File: config.mk
export PLATFORM = sky130hd
export DESIGN_NAME = load_store_unit
export DESIGN_NICKNAME = d
export VERILOG_FILES = /design/src/rtl/riscv_pkg.sv /design/src/rtl/lsu_align.sv /design/src/rtl/load_store_unit.sv
export SDC_FILE = /design/constraint.sdc
export NUM_CORES = 1
export LEC_CHECK = 0
export CAP_MARGIN = 20
export CORE_ASPECT_RATIO = 0.6
export CORE_MARGIN = 1
export CORE_UTILIZATION = 49
export DETAILED_ROUTE_END_ITERATION = 8
export HOLD_SLACK_MARGIN = 0.02
export PLACE_DENSITY = 0.95
export SYNTH_ARGS = -nofsm -noshare
export SYNTH_HDL_FRONTEND = slang
export SYNTH_SLANG_ARGS = --single-unit
File: constraint.sdc
create_clock -name clk -period 11 [get_ports clk]
set_clock_uncertainty 0.15 [all_clocks]
set_input_delay 2.2 -clock clk [delete_from_list [all_inputs] [get_ports clk]]
set_output_delay 2.2 -clock clk [all_outputs]
set_load 0.1 [all_outputs]
File: src/rtl/riscv_pkg.sv
// rtl/riscv_pkg.sv - funct3 encodings and LSU state type shared by the load/store unit
package riscv_pkg;

    localparam logic [2:0] F3_LB  = 3'b000;
    localparam logic [2:0] F3_LH  = 3'b001;
    localparam logic [2:0] F3_LW  = 3'b010;
    localparam logic [2:0] F3_LBU = 3'b100;
    localparam logic [2:0] F3_LHU = 3'b101;
    localparam logic [2:0] F3_SB  = 3'b000;
    localparam logic [2:0] F3_SH  = 3'b001;
    localparam logic [2:0] F3_SW  = 3'b010;

    typedef enum logic [1:0] {
        IDLE,
        ACCESS,
        DONE
    } lsu_state_t;

endpackage

File: src/rtl/lsu_align.sv
// rtl/lsu_align.sv - byte-lane steering for stores and extraction/extension for loads
module lsu_align
    import riscv_pkg::*;
(
    input  logic [2:0]  funct3,
    input  logic [1:0]  off,
    input  logic [31:0] wdata,
    input  logic [31:0] rword,
    output logic [3:0]  be,
    output logic [31:0] lane_wdata,
    output logic [31:0] load_val,
    output logic        misaligned
);

    logic [31:0] shifted;

    // Store and load encodings share funct3 values, so one decode serves both;
    // the reserved encodings 011/110/111 fall through to word behaviour.
    always_comb begin
        shifted    = rword >> {off, 3'b000};
        be         = 4'b1111;
        lane_wdata = wdata;
        load_val   = shifted;
        misaligned = 1'b0;
        case (funct3)
            F3_LB, F3_LBU: begin
                be         = 4'b0001 << off;
                lane_wdata = {4{wdata[7:0]}};
                load_val   = funct3[2] ? {24'b0, shifted[7:0]}
                                       : {{24{shifted[7]}}, shifted[7:0]};
            end
            F3_LH, F3_LHU: begin
                be         = 4'b0011 << off;
                lane_wdata = {2{wdata[15:0]}};
                load_val   = funct3[2] ? {16'b0, shifted[15:0]}
                                       : {{16{shifted[15]}}, shifted[15:0]};
                misaligned = off[0];
            end
            default: begin
                misaligned = |off;
            end
        endcase
    end

endmodule

File: src/rtl/load_store_unit.sv
// rtl/load_store_unit.sv - data-memory access stage with req/ready handshake, stall and timeout
module load_store_unit
    import riscv_pkg::*;
#(
    parameter int TIMEOUT_CYCLES = 64
) (
    input  logic        clk,
    input  logic        reset,
    input  logic        mem_read,
    input  logic        mem_write,
    input  logic [2:0]  funct3,
    input  logic [31:0] addr,
    input  logic [31:0] wdata,
    output logic        stall,
    output logic [31:0] rdata,
    output logic        misaligned,
    output logic        bus_err,
    output logic        dmem_req,
    output logic        dmem_we,
    output logic [31:0] dmem_addr,
    output logic [31:0] dmem_wdata,
    output logic [3:0]  dmem_be,
    input  logic        dmem_ready,
    input  logic [31:0] dmem_rdata
);

    localparam int            CW       = $clog2(TIMEOUT_CYCLES + 1);
    localparam logic [CW-1:0] CNT_LAST = CW'(TIMEOUT_CYCLES - 1);

    lsu_state_t    state_q, state_d;
    logic [29:0]   addr_q;
    logic [1:0]    off_q;
    logic [2:0]    funct3_q;
    logic          we_q;
    logic [3:0]    be_q;
    logic [31:0]   wdata_q;
    logic [31:0]   rdata_q;
    logic [CW-1:0] cnt_q;
    logic          err_q;
    logic          start;

    logic [2:0]    al_funct3;
    logic [1:0]    al_off;
    logic [3:0]    al_be;
    logic [31:0]   al_wdata;
    logic [31:0]   al_load;
    logic          al_mis;

    // One aligner serves both phases: live command fields while IDLE,
    // latched fields while the response word is being extracted.
    assign al_funct3 = (state_q == IDLE) ? funct3    : funct3_q;
    assign al_off    = (state_q == IDLE) ? addr[1:0] : off_q;

    lsu_align u_align (
        .funct3     (al_funct3),
        .off        (al_off),
        .wdata      (wdata),
        .rword      (dmem_rdata),
        .be         (al_be),
        .lane_wdata (al_wdata),
        .load_val   (al_load),
        .misaligned (al_mis)
    );

    always_comb begin
        state_d    = state_q;
        stall      = 1'b0;
        misaligned = 1'b0;
        dmem_req   = 1'b0;
        bus_err    = 1'b0;
        start      = 1'b0;
        // Combinational outputs are forced low while reset is held.
        if (!reset) begin
            case (state_q)
                IDLE: begin
                    if (mem_read || mem_write) begin
                        if (al_mis) begin
                            misaligned = 1'b1;
                        end else begin
                            stall   = 1'b1;
                            start   = 1'b1;
                            state_d = ACCESS;
                        end
                    end
                end
                ACCESS: begin
                    dmem_req = 1'b1;
                    stall    = 1'b1;
                    if (dmem_ready || (cnt_q == CNT_LAST)) begin
                        state_d = DONE;
                    end
                end
                DONE: begin
                    bus_err = err_q;
                    state_d = IDLE;
                end
                default: state_d = IDLE;
            endcase
        end
    end

    always_ff @(posedge clk or posedge reset) begin
        if (reset) begin
            state_q  <= IDLE;
            addr_q   <= '0;
            off_q    <= '0;
            funct3_q <= '0;
            we_q     <= 1'b0;
            be_q     <= '0;
            wdata_q  <= '0;
            rdata_q  <= '0;
            cnt_q    <= '0;
            err_q    <= 1'b0;
        end else begin
            state_q <= state_d;
            if (start) begin
                addr_q   <= addr[31:2];
                off_q    <= addr[1:0];
                funct3_q <= funct3;
                we_q     <= mem_write;
                be_q     <= mem_write ? al_be : 4'b1111;
                wdata_q  <= al_wdata;
                cnt_q    <= '0;
                err_q    <= 1'b0;
            end else if (state_q == ACCESS) begin
                if (dmem_ready) begin
                    rdata_q <= we_q ? 32'b0 : al_load;
                end else if (cnt_q == CNT_LAST) begin
                    err_q   <= 1'b1;
                    rdata_q <= '0;
                end else begin
                    cnt_q <= cnt_q + CW'(1);
                end
            end
        end
    end

    assign rdata      = misaligned ? 32'b0 : rdata_q;
    assign dmem_we    = we_q;
    assign dmem_addr  = {addr_q, 2'b00};
    assign dmem_wdata = wdata_q;
    assign dmem_be    = be_q;

endmodule
* Word-level counts from Yosys, hierarchy flattened
Index checks and enable logic that the tools add are counted.
** Cells by class
- Add/subtract/negate cells :: 1
- Equality and inequality tests :: 11
- Shifts and indexed selects :: 3
- Multiplexer cells :: 39
- Bitwise gates (word level) :: 2
- Reductions and logical operators :: 14
** Operators by type and width (number)
- 32-bit 2-to-1 mux :: 6
- 32-bit case mux with 2 select lines :: 2
- 32-bit by 5-bit right shift with 32-bit output :: 1
- 7-bit 2-to-1 mux :: 4
- 1-bit 2-to-1 mux :: 17
- 3-bit AND reduction :: 3
- 2-bit 2-to-1 mux :: 4
- 4-bit case mux with 2 select lines :: 1
- 7-bit by 1-bit adder with 7-bit output, second input constant :: 1
- 7-bit by 6-bit equality test with 1-bit output, second input constant :: 1
- 3-bit equality test, second input constant :: 2
- 2-bit != test, second input constant :: 3
- 2-bit nonzero test :: 3
- 2-bit OR reduction :: 3
- 4-bit 2-to-1 mux :: 1
- 2-bit by 1-bit != test with 1-bit output, second input constant :: 2
- 1-bit case mux with 2 select lines :: 2
- 2-bit case mux with 2 select lines :: 1
- 4-bit AND reduction :: 1
- 1-bit by 2-bit << shifter with 4-bit output, first input constant :: 1
- 2-bit by 2-bit << shifter with 4-bit output, first input constant :: 1
- 3-bit by 1-bit equality test with 1-bit output, second input constant :: 1
- 3-bit zero test :: 1
- 3-bit 2-to-1 mux :: 1
- other kinds (5) :: 7
** Word-level totals
- Flip-flop bits (word level) :: 114
- Input port bits :: 104
- Output and inout port bits :: 105
- Word-level logic and storage cells :: 80

* Logic depth before layout (Yosys ltp)
- Depth after elaboration :: 11
- Gate-level depth with buffers :: 9
- Gate-level depth less buffers :: 6

* Modules after synthesis
A second synthesis with hierarchy kept.
** Unflattened totals
- Cell total of the unflattened synthesis :: 678
- Area, all modules :: 6045.8 µm²
** By module, submodules not included
- load_store_unit :: times used 1, cells an instance 481, area an instance 4645.7 µm², seq. area each 2852.7 µm²
- lsu_align :: times used 1, cells an instance 197, area an instance 1400.1 µm², seq. area each 0.0 µm²

* Worst setup path after synthesis
Ideal clock, no wire load.
- Kind :: input -> output
- Start point :: input reset
- End point :: output bus_err
- Arrival :: 5.113 ns
- Data required time :: 8.650 ns
- Path slack :: 3.537 ns
- Stages :: 1
- Buffers on the path :: 0
- Cells stage by stage :: nor4bb_1
** Between the ends
- Longest elaborated chain between the ends :: 1
** RTL lines
- start: declaration :: line load_store_unit.sv:8 : input logic reset,
- 1-bit 2-to-1 mux :: line load_store_unit.sv:73 : if (!reset) begin
- end: declaration :: line load_store_unit.sv:17 : output logic bus_err,
Every way passes these cells.

* Final worst setup path
- Start point :: input funct3[1]
- End point :: output rdata[17]
** Between the ends
- Longest elaborated chain between the ends :: 9
- Elaborated cells on any way between the ends :: 13
- Classes of those cells :: 3 x eq/ne; 7 x mux; 3 x reduce/logical
** RTL lines
- start: declaration :: line load_store_unit.sv:11 : input logic [2:0] funct3,
- 3-bit 2-to-1 mux * :: line load_store_unit.sv:51 : assign al_funct3 = (state_q == IDLE) ? funct3 : funct3_q;
- 3-bit by 1-bit equality test with 1-bit output (tied with other cells) :: line lsu_align.sv:25 : case (funct3)
- 2-bit OR reduction :: line lsu_align.sv:25
- 1-bit case mux with 2 select lines * :: line lsu_align.sv:25
- 1-bit 2-to-1 mux * :: line load_store_unit.sv:77 : if (al_mis) begin
- 1-bit 2-to-1 mux * :: line load_store_unit.sv:76 : if (mem_read || mem_write) begin
- 1-bit 2-to-1 mux * :: line load_store_unit.sv:74 : case (state_q)
- 1-bit 2-to-1 mux * :: line load_store_unit.sv:73
- 32-bit 2-to-1 mux * :: line load_store_unit.sv:138 : assign rdata = misaligned ? 32'b0 : rdata_q;
- end: declaration :: line load_store_unit.sv:15 : output logic [31:0] rdata,
Every way passes the cells marked *; elsewhere a longest branch is shown, timed or not.

==> flow_summary.yaml <==
logic_synthesis:
  yosysTopAreaCell: "dfrtp_1"
  synth_cells: 491
  synth_top_area_share_pct: 47.9
  async_flop_share_pct: 100
  synthTopCellsByCount: "dfrtp_1 (114), mux2_2 (79), and2_1 (41), a21oi_1 (21), o21ai_0 (21)"
  synthSimpleGateAreaFrac_pct: 11.3
  synth_top_family_by_area: "multiplexers"
  synthMuxAreaShare_pct: 23.4
  synthMostInstantiatedCell: "dfrtp_1"
  synth.avg_cell_area_um2: 12.1
  synthDistinctLibCells: 54
  ys_ff_latch: 114
  synth_area_leaders: "dfrtp_1 (48%), mux2_2 (15%), and2_1 (4.3%), mux2i_1 (2.9%), o211ai_1 (2.4%)"
  synthFlopType: "dfrtp_1"
  ys_seq_area_share_pct: 47.9
  yosysWarnings: 0
  synthAdderAreaFrac_pct: 0.210
  synth-edff-count: 0
  synth_compound_area_share_pct: 12.7
  yosys.area_share.xor_xnor_pct: 0.588
  syn_area_mm2: 0.00595
cts:
  postCtsHoldBufs: 0
  cts_resized: 0
  cts_htree_levels: 4
  cts_inserted_buffers: 17
  clock_latency_ps: 410
  cts_root_buffer: "clkbuf_16"
  cts_tree: "done"
  clk_pin_slew_worst_paths_ps: 50
  post_cts_buffers: 0
  cts_buffer_depth: 2
  clock_sinks: 114
setup_path:
  crit_required_ps: 8650
  r2r_start: "state_q[0]$_DFFE_PP0P_"
  path_buf_inv: 2
  crit_cells: 6
  critPathKind: "input pin to output port"
  crit_slowest_cell: "clkdlybuf4s50_1"
  cp_max_fo: 33
  rr_worst_depth: 6
  cp-end-kind: "output port"
  cp_cell_sequence: "clkdlybuf4s50_1 > mux2i_2 > o21ai_2 > nand3_1 > and2_1 > clkdlybuf4s50_1"
  arrival_ps: 5910
  crit_family: "buffers and inverters"
  critical_path.max_stage_delay_ps: 1170
  crit_top_cell: "clkdlybuf4s50_1"
  start_kind: "input pin"
  crit_start: "funct3[1]"
final_layout:
  drive_gt1_share_pct: 20.1
  n_antenna_cell: 0
  area_delta_synth_final_pct: 46.5
  fin_nets: 793
  regArea_mm2: 0.00285
  fillCellCount: 757
  multiInputGateArea_mm2: 0.00289
floorplanning:
  die-area_mm2: 0.0126
  boundaryPins: 209
  die_h_um: 87.4
  die_w_um: 144
  start_util_pct: 51.5
  placeableCoreArea_mm2: 0.0116
  rows: 30
detailed_routing:
  drc: 0
  antenna_left: 0
  vias: 5047
  drt_iter0_drc: 549
  wire_per_inst_um: 20.6
  routed_wl_mm: 17.7
  firstDrtPassIters: 6
  routed_via_density: 5.86
sta:
  hold_violations: 0
  rsz0062_at_grt: "no"
  worst_slew_margin_rel_pct: 26.8
  tns_ps: 0
  fmax_mhz: 121
  fin_crit_ps: 8260
  finalCritPeriodShare_pct: 75.1
  setup_violations: 0
  slew_violations: 0
  tightestPinTransition_ps: 1100
place:
  dp_hpwl_mm: 12.4
  io_buffers: 206
  gp_congestion: 0.871
grt:
  grt_overflow: 0
  grt_pass1_vias: 4956
  grt_pass1_wl_mm: 27.0
  antenna_found_initial: 0
  grt.total_usage_pct: 29.0
  grt_max_degree: 75
hold_path:
  min_from: "dmem_wdata[31]$_DFFE_PP0P_"
  hold_class: "flop to flop"
  hold_depth: 1
run:
  maxCapViolCount: 0
run_status:
  status: "finished, final reports clean"
[worst register-to-register path, delay by kind of cell, from the launching register on]
kind | cells | cell delay, ps
AND/OR/NAND/NOR | 1 | 320
flip-flops | 1 | 640
buffers and inverters | 1 | 690
AO/OA/AOI/OAI | 2 | 580
multiplexers | 2 | 1360
[placed cells by master (no fill, tap or decap), types with 3 or more instances in the layout]
master / synthesis / final
and2_1: 41 / 41
clkbuf_16: 0 / 17
mux2i_1: 17 / 17
mux4_2: 4 / 4
o21a_1: 3 / 3
o211ai_1: 19 / 19
bufinv_16: 0 / 5
mux4_1: 3 / 3
a22o_1: 7 / 7
nand3_1: 13 / 13
clkinv_4: 0 / 4
mux2_1: 11 / 11
inv_6: 0 / 3
mux2_2: 79 / 79
clkdlybuf4s50_1: 0 / 206
o211ai_2: 5 / 5
nand2_1: 17 / 17
a22oi_1: 8 / 8
buf_4: 9 / 4
dfrtp_1: 114 / 114
o21ai_0: 21 / 21
xor2_1: 3 / 3
nor2_1: 19 / 19
a2bb2oi_1: 8 / 8
a21oi_1: 21 / 21
mux2i_2: 3 / 3
[worst paths after layout]
kind                                                    to  slack, ps
worst max-delay path                             rdata[17]       2740
worst min-delay path            dmem_wdata[31]$_DFFE_PP0P_        340
worst max register to register     funct3_q[2]$_DFFE_PP0P_       7130
worst min register to register  dmem_wdata[31]$_DFFE_PP0P_        340
max in group asynchronous       dmem_wdata[14]$_DFFE_PP0P_       7090
min in group asynchronous           addr_q[17]$_DFFE_PP0P_       2280
[cell type report]
| cell class | count | area share, % |
|---|---|---|
| multi-input combinational | 342 | 33.1 |
| sequential | 114 | 32.7 |
| timing repair buffer | 211 | 24.2 |
| clock buffer | 18 | 5.03 |
| clock inverter | 14 | 2.60 |
| tap | 160 | 2.29 |
| inverter | 2 | 0.115 |
[metrics by stage]
step	instance area, um^2	cells	hold slack, ps	util, %	worst slack (ps)
2_1_floorplan	5960	492	288	-	3540
4_1_cts	8710	860	333	75.3	2700
3_3_place_gp	8040	828	308	69.6	3060
5_1_grt	8720	861	358	75.5	2480
3_5_place_dp	8040	828	320	69.6	2720
6_report	8720	861	337	75.5	2740
[cells by family (layout without fill, tap and decap cells)]
group                    after synthesis  count (layout)
other                                  1               2
flip-flops                           114             114
buffers and inverters                 36             245
adder cells (fa/ha/maj)                1               1
AO/OA/AOI/OAI                        105             105
multiplexers                         117             117
XOR/XNOR                               4               4
AND/OR/NAND/NOR                      113             113
[sequential cells by signal, indices dropped and copies added, names as in the netlist]
register and cells:
dmem_wdata 32, rdata_q 32, addr_q 30, cnt_q 7, dmem_be 4, funct3_q 3
off_q 2, state_q 2, dmem_we 1, err_q 1
[per-layer routing]
layer | routed length, um | track usage (%)
met5 | 0 | 0
met4 | 499 | 12.4
met3 | 2180 | 10.2
met2 | 7900 | 43.6
met1 | 7120 | 38.0
Power is left out: the tool's default activity adds up to more than one toggle a clock period on the data nets, which glitch-free logic cannot reach.
